==> src/rtl/booth_pkg.sv <==
// Shared definitions for the sequential radix-8 Booth multiplier:
// FSM state encoding, digit-count helper and recoder magnitude codes.
package booth_pkg;

  typedef enum logic [1:0] {
    ST_IDLE = 2'd0,
    ST_LOAD = 2'd1,
    ST_ITER = 2'd2,
    ST_DONE = 2'd3
  } state_e;

  // Magnitude of a radix-8 Booth digit; the sign is carried separately.
  localparam logic [2:0] MAG_ZERO  = 3'd0;
  localparam logic [2:0] MAG_ONE   = 3'd1;
  localparam logic [2:0] MAG_TWO   = 3'd2;
  localparam logic [2:0] MAG_THREE = 3'd3;
  localparam logic [2:0] MAG_FOUR  = 3'd4;

  function automatic int digitCount(input int m);
    return (m + 2) / 3;
  endfunction

endpackage

==> src/rtl/booth8_digit.sv <==
// Combinational radix-8 Booth recoder: turns four overlapping multiplier bits
// into the signed partial term d*A, with d in -4..+4.
module booth8_digit
  import booth_pkg::*;
#(
  parameter int N = 8
) (
  input  logic [3:0]   i_Bits,
  input  logic [N:0]   i_Aq,
  input  logic [N+2:0] i_A3q,
  output logic [N+3:0] o_Term
);

  logic [2:0]   w_Mag;
  logic         w_Neg;
  logic [N+3:0] w_ASext;
  logic [N+3:0] w_Sel;

  assign w_ASext = {{3{i_Aq[N]}}, i_Aq};

  // Digit value is -4*b3 + 2*b2 + b1 + b0, split into magnitude and sign.
  always_comb begin
    w_Mag = MAG_ZERO;
    w_Neg = 1'b0;
    case (i_Bits)
      4'b0001, 4'b0010: w_Mag = MAG_ONE;
      4'b0011, 4'b0100: w_Mag = MAG_TWO;
      4'b0101, 4'b0110: w_Mag = MAG_THREE;
      4'b0111:          w_Mag = MAG_FOUR;
      4'b1000:          begin w_Mag = MAG_FOUR;  w_Neg = 1'b1; end
      4'b1001, 4'b1010: begin w_Mag = MAG_THREE; w_Neg = 1'b1; end
      4'b1011, 4'b1100: begin w_Mag = MAG_TWO;   w_Neg = 1'b1; end
      4'b1101, 4'b1110: begin w_Mag = MAG_ONE;   w_Neg = 1'b1; end
      default:          w_Mag = MAG_ZERO;
    endcase
  end

  always_comb begin
    w_Sel = '0;
    case (w_Mag)
      MAG_ONE:   w_Sel = w_ASext;
      MAG_TWO:   w_Sel = w_ASext << 1;
      MAG_THREE: w_Sel = {i_A3q[N+2], i_A3q};
      MAG_FOUR:  w_Sel = w_ASext << 2;
      default:   w_Sel = '0;
    endcase
  end

  assign o_Term = w_Neg ? -w_Sel : w_Sel;

endmodule

==> src/rtl/booth8_seq.sv <==
// Sequential radix-8 Booth multiplier: one Booth digit per cycle, full-width
// signed product, low word written to C memory with an overflow flag.
module booth8_seq
  import booth_pkg::*;
#(
  parameter int N = 8
) (
  input  logic             i_Clock,
  input  logic             i_Reset_n,
  input  logic             i_Start,
  input  logic [N:0]       i_A_Out,
  input  logic [N:0]       i_B_Out,
  output logic             o_Busy,
  output logic             o_Done,
  output logic [2*N+1:0]   o_Prod,
  output logic [N:0]       o_C_In,
  output logic             o_C_En,
  output logic             o_Ovf
);

  localparam int M  = N + 1;
  localparam int K  = digitCount(M);
  localparam int BW = 3 * K;
  localparam int PW = 2 * M;
  localparam int CW = (K > 1) ? $clog2(K) : 1;
  localparam int SW = $clog2(BW) + 1;

  state_e               r_State;
  logic [CW-1:0]        r_Cnt;
  logic [SW-1:0]        r_Shift;
  logic [M-1:0]         r_Aq;
  logic [M+1:0]         r_A3q;
  logic signed [BW-1:0] r_Bq;
  logic                 r_BLow;
  logic [PW-1:0]        r_Acc;
  logic [PW-1:0]        r_Prod;
  logic                 r_Busy;
  logic                 r_Done;
  logic                 r_CEn;
  logic                 r_Ovf;

  logic [M+1:0]         w_ASext;
  logic [M+2:0]         w_Term;
  logic [PW-1:0]        w_TermExt;
  logic [PW-1:0]        w_AccNext;
  logic [M:0]           w_Upper;
  logic                 w_OvfNext;
  logic                 w_Last;

  booth8_digit #(.N(N)) u_digit (
    .i_Bits (({r_Bq[2:0], r_BLow})),
    .i_Aq   (r_Aq),
    .i_A3q  (r_A3q),
    .o_Term (w_Term)
  );

  assign w_ASext   = {i_A_Out[M-1], i_A_Out[M-1], i_A_Out};
  assign w_TermExt = {{(PW-M-3){w_Term[M+2]}}, w_Term};
  assign w_AccNext = r_Acc + (w_TermExt << r_Shift);
  assign w_Last    = (r_Cnt == CW'(K - 1));

  // The product fits in M signed bits only if its top M+1 bits are all equal.
  assign w_Upper   = w_AccNext[PW-1:M-1];
  assign w_OvfNext = !((&w_Upper) || !(|w_Upper));

  // B is kept as an arithmetic shift register so the current digit always
  // sits in the low three bits, with the previous top bit held in r_BLow.
  always_ff @(posedge i_Clock) begin
    if (!i_Reset_n) begin
      r_State <= ST_IDLE;
      r_Cnt   <= '0;
      r_Shift <= '0;
      r_Aq    <= '0;
      r_A3q   <= '0;
      r_Bq    <= '0;
      r_BLow  <= 1'b0;
      r_Acc   <= '0;
      r_Prod  <= '0;
      r_Busy  <= 1'b0;
      r_Done  <= 1'b0;
      r_CEn   <= 1'b0;
      r_Ovf   <= 1'b0;
    end else begin
      r_Done <= 1'b0;
      r_CEn  <= 1'b0;
      case (r_State)
        ST_IDLE: begin
          if (i_Start) begin
            r_State <= ST_LOAD;
            r_Busy  <= 1'b1;
          end
        end
        ST_LOAD: begin
          r_Aq    <= i_A_Out;
          r_A3q   <= w_ASext + {w_ASext[M:0], 1'b0};
          r_Bq    <= BW'($signed(i_B_Out));
          r_BLow  <= 1'b0;
          r_Acc   <= '0;
          r_Cnt   <= '0;
          r_Shift <= '0;
          r_State <= ST_ITER;
        end
        ST_ITER: begin
          r_Acc   <= w_AccNext;
          r_Bq    <= r_Bq >>> 3;
          r_BLow  <= r_Bq[2];
          r_Cnt   <= r_Cnt + 1'b1;
          r_Shift <= r_Shift + SW'(3);
          if (w_Last) begin
            r_Prod  <= w_AccNext;
            r_Ovf   <= w_OvfNext;
            r_Busy  <= 1'b0;
            r_Done  <= 1'b1;
            r_CEn   <= 1'b1;
            r_State <= ST_DONE;
          end
        end
        ST_DONE: r_State <= ST_IDLE;
        default: r_State <= ST_IDLE;
      endcase
    end
  end

  assign o_Busy = r_Busy;
  assign o_Done = r_Done;
  assign o_Prod = r_Prod;
  assign o_C_In = r_Prod[M-1:0];
  assign o_C_En = r_CEn;
  assign o_Ovf  = r_Ovf;

endmodule

==> config.mk <==
export PLATFORM = sky130hd
export DESIGN_NAME = booth8_seq
export DESIGN_NICKNAME = d
export VERILOG_FILES = /design/src/rtl/booth_pkg.sv /design/src/rtl/booth8_digit.sv /design/src/rtl/booth8_seq.sv
export SDC_FILE = /design/constraint.sdc
export NUM_CORES = 1
export LEC_CHECK = 0
export ABC_AREA = 1
export CORE_UTILIZATION = 30
export DETAILED_ROUTE_END_ITERATION = 7
export DONT_BUFFER_PORTS = 1
export PLACE_DENSITY_LB_ADDON = 0.05
export SLEW_MARGIN = 20
export SYNTH_ARGS = -nofsm -noshare
export SYNTH_HDL_FRONTEND = slang
export SYNTH_SLANG_ARGS = --single-unit
==> constraint.sdc <==
create_clock -name i_Clock -period 6.1 [get_ports i_Clock]
set_input_delay 0.61 -clock i_Clock [delete_from_list [all_inputs] [get_ports i_Clock]]
set_output_delay 0.61 -clock i_Clock [all_outputs]
set_load 0.05 [all_outputs]
==> flow_summary.yaml <==
detailed_routing:
  drc: 0
  ant_nets: 0
  dr.pass1.iters: 5
  drt_iter0_drc: 257
  routed_wl_um: 15970
  num_vias: 5290
  routedWlPerCell_um: 15.00
  routed_via_density: 4.967
worst_setup_path:
  worstSetupPathType: "reg -> reg"
  crit_top_cell: "nand2_1"
  critical_path_required_ns: 6.38
  path_buf_inv: 4
  crit_arrival_ns: 5.54
  crit_fanout: 8
  crit_path_start_kind: "flip-flop"
  endpoint_kind: "flip-flop"
  slowest_delay_ns: 0.47
  cp_top_family: "compound AO/OA/AOI/OAI gates"
  cpMaxStageDelayCell: "dfxtp_1"
clock_tree:
  htree_levels: 3
  cts_buffers: 9
  postCtsSetupBuffers: 0
  cts-root-buf: "clkbuf_16"
  clockBufferDepth: 2
  cts_hold_buf: 0
  cts_sinks: 76
  post_cts_resized: 0
  clkTransAtPathRegs_ns: 0.06
  clk_latency_ns: 0.35
  cts_tree: "built"
global_routing:
  grt_max_degree: 42
  use_met1_pct: 25.74
  gr-total-overflow: 0
  top_usage_layer: "met2"
  grtUsageTotal_pct: 17.94
  grt_pass1_wl_um: 25810
  grtUsageMet2_pct: 25.94
  grt_util_met3_pct: 3.348
  grt_pass1_vias: 4955
  antenna_found_initial: 0
floorplan:
  die_area_um2: 18940
  start_util_pct: 30.62
  core_um2: 18020
  ioPinCount: 52
  fp.dieW_um: 137.6
  rows: 49
  die_y_um: 137.6
synthesis:
  syn_area_um2: 5519
  synth_area_leaders: "dfxtp_1 (28%), nand2_1 (12%), ha_1 (7.5%), o21ai_0 (7.1%), inv_1 (6.6%)"
  synth_edf_count: 0
  synth.largest_area_cell: "dfxtp_1"
  avgSynthCellArea_um2: 6.440
  syn_inst: 857
  netlist.area_leader.share_pct: 27.57
  synth-async-reset-ratio_pct: 0
  ys_ff_latch: 76
  synth_fp_nets: 913
  ys_types: 45
  synth_flop_cell: "dfxtp_1"
  yosysSeqAreaShare_pct: 27.57
  yosys_warnings: 0
  synth_commonest_cells: "nand2_1 (182), inv_1 (97), nor2_1 (89), o21ai_0 (78), dfxtp_1 (76)"
  yosysMostFrequentCell: "nand2_1"
cells_and_area:
  diodes: 0
  final_nets: 887
  drive_gt1_share_pct: 7.895
  fin_area_um2: 5973
  fin_util_pct: 33.14
  area_growth_pct: 8.229
pwr:
  cell_internal_pwr_w: 0.001445
  p_leak_nw: 2.839
  power_w: 0.002816
  irDropWorstVdd_mv: 0.2674
  p_comb_share_pct: 53.1
  cellPowerDensity_nw_per_um2: 471.4
  power.clock.fraction_pct: 22.8
  seqPwrFrac_pct: 24.2
  p_switching_w: 0.001371
  swShare_pct: 48.68
sta:
  finalSetupViolCount: 0
  timing.hold.ws_ns: 0.3667
  max_freq_mhz: 190.3
  slew_violations: 0
  hold_viol: 0
  finClkSkew_ns: 0.005996
  tns_ns: 0
  rsz0062_at_grt: "no"
  post-route-min-period_ns: 5.255
  worst_pin_slew_ns: 1.018
  slew_headroom_pct: 32.01
  fin_crit_sh_pct: 86.14
place:
  hpwl_um: 12270
  port_buffers: 0
  gp_congestion: 0.8498
  placedInstanceArea_um2: 5624
min_path:
  worstHoldPathType: "in -> reg"
run_status:
  status: "finished clean"
job:
  drv_cap: 0
path summary, 6_finish.rpt:
check	from	end	slack [ns]	cells past startpoint
setup / recovery	r_Bq[1]$_SDFFE_PN0P_	o_Ovf$_SDFFE_PN0P_	0.85	32
hold / removal	i_Reset_n	r_Bq[2]$_SDFFE_PN0P_	0.37	2
setup reg to reg	r_Bq[1]$_SDFFE_PN0P_	o_Ovf$_SDFFE_PN0P_	0.85	32
hold reg to reg	r_Acc[16]$_SDFFE_PN0P_	r_Acc[16]$_SDFFE_PN0P_	0.47	2
sequential cells by signal, indices dropped and copies added (netlist names):
register / cells
r_Aq: 9
r_Cnt: 2
r_State: 2
o_C_En: 1
o_Ovf: 1
o_Prod: 18
o_Busy: 1
r_A3q: 9
r_BLow: 1
r_Bq: 9
r_Acc: 18
r_Shift: 5
metal layers:
layer	up-vias	part of all wire, %
met4	0	1.7
met2	75	40
met1	2448	54
met5	-	0
met3	17	3.8
li1	2750	-
through the flow:
step	setup WS [ns]	cells
2_1_floorplan	1.740	857
3_3_place_gp	0.9512	1049
3_5_place_dp	0.8898	1049
4_1_cts	0.8644	1065
5_1_grt	0.1207	1065
6_report	0.8454	1065
cell families (layout without fill, tap and decap cells):
group	Yosys count	after routing	synth area share (%)
AND/OR/NAND/NOR	385	385	30.42
AO/OA/AOI/OAI	190	190	19.18
buffers and inverters	148	127	10.97
flip-flops	76	76	27.57
adder cells (fa/ha/maj)	35	35	8.207
XOR/XNOR	23	23	3.650
cells in the final DEF (no fill, tap or decap), drive strengths merged, types with 3 or more instances in the layout:
master,n
a21oi,71
a221oi,3
a31oi,3
bufinv,3
clkbuf,9
clkinv,8
dfxtp,76
ha,33
inv,105
nand2,201
nand3,61
nand4,7
nor2,98
nor3,9
o211ai,7
o21ai,84
o21bai,3
o221ai,4
or2,6
xnor2,3
xor2,20
final cells by class:
| type | count | area, um2 |
|---|---|---|
| Multi-Input combinational cell | 633 | 3392 |
| Fill cell | 1977 | 12050 |
| Tap cell | 229 | 286.5 |
| Timing Repair Buffer | 2 | 15.01 |
| Sequential cell | 76 | 1521 |
| Clock inverter | 7 | 123.9 |
| Clock buffer | 9 | 225.2 |
| Inverter | 109 | 409.1 |
power groups by stage:
stage               logic [W]  registers, W  clock network, W
floorplan             0.00113      0.000651                 0
global placement      0.00150      0.000693                 0
detailed placement    0.00150      0.000692                 0
CTS                   0.00151      0.000681          0.000660
global route          0.00171      0.000695          0.000677
finish                0.00149      0.000681          0.000641
Power figures use the tool's default switching activity.
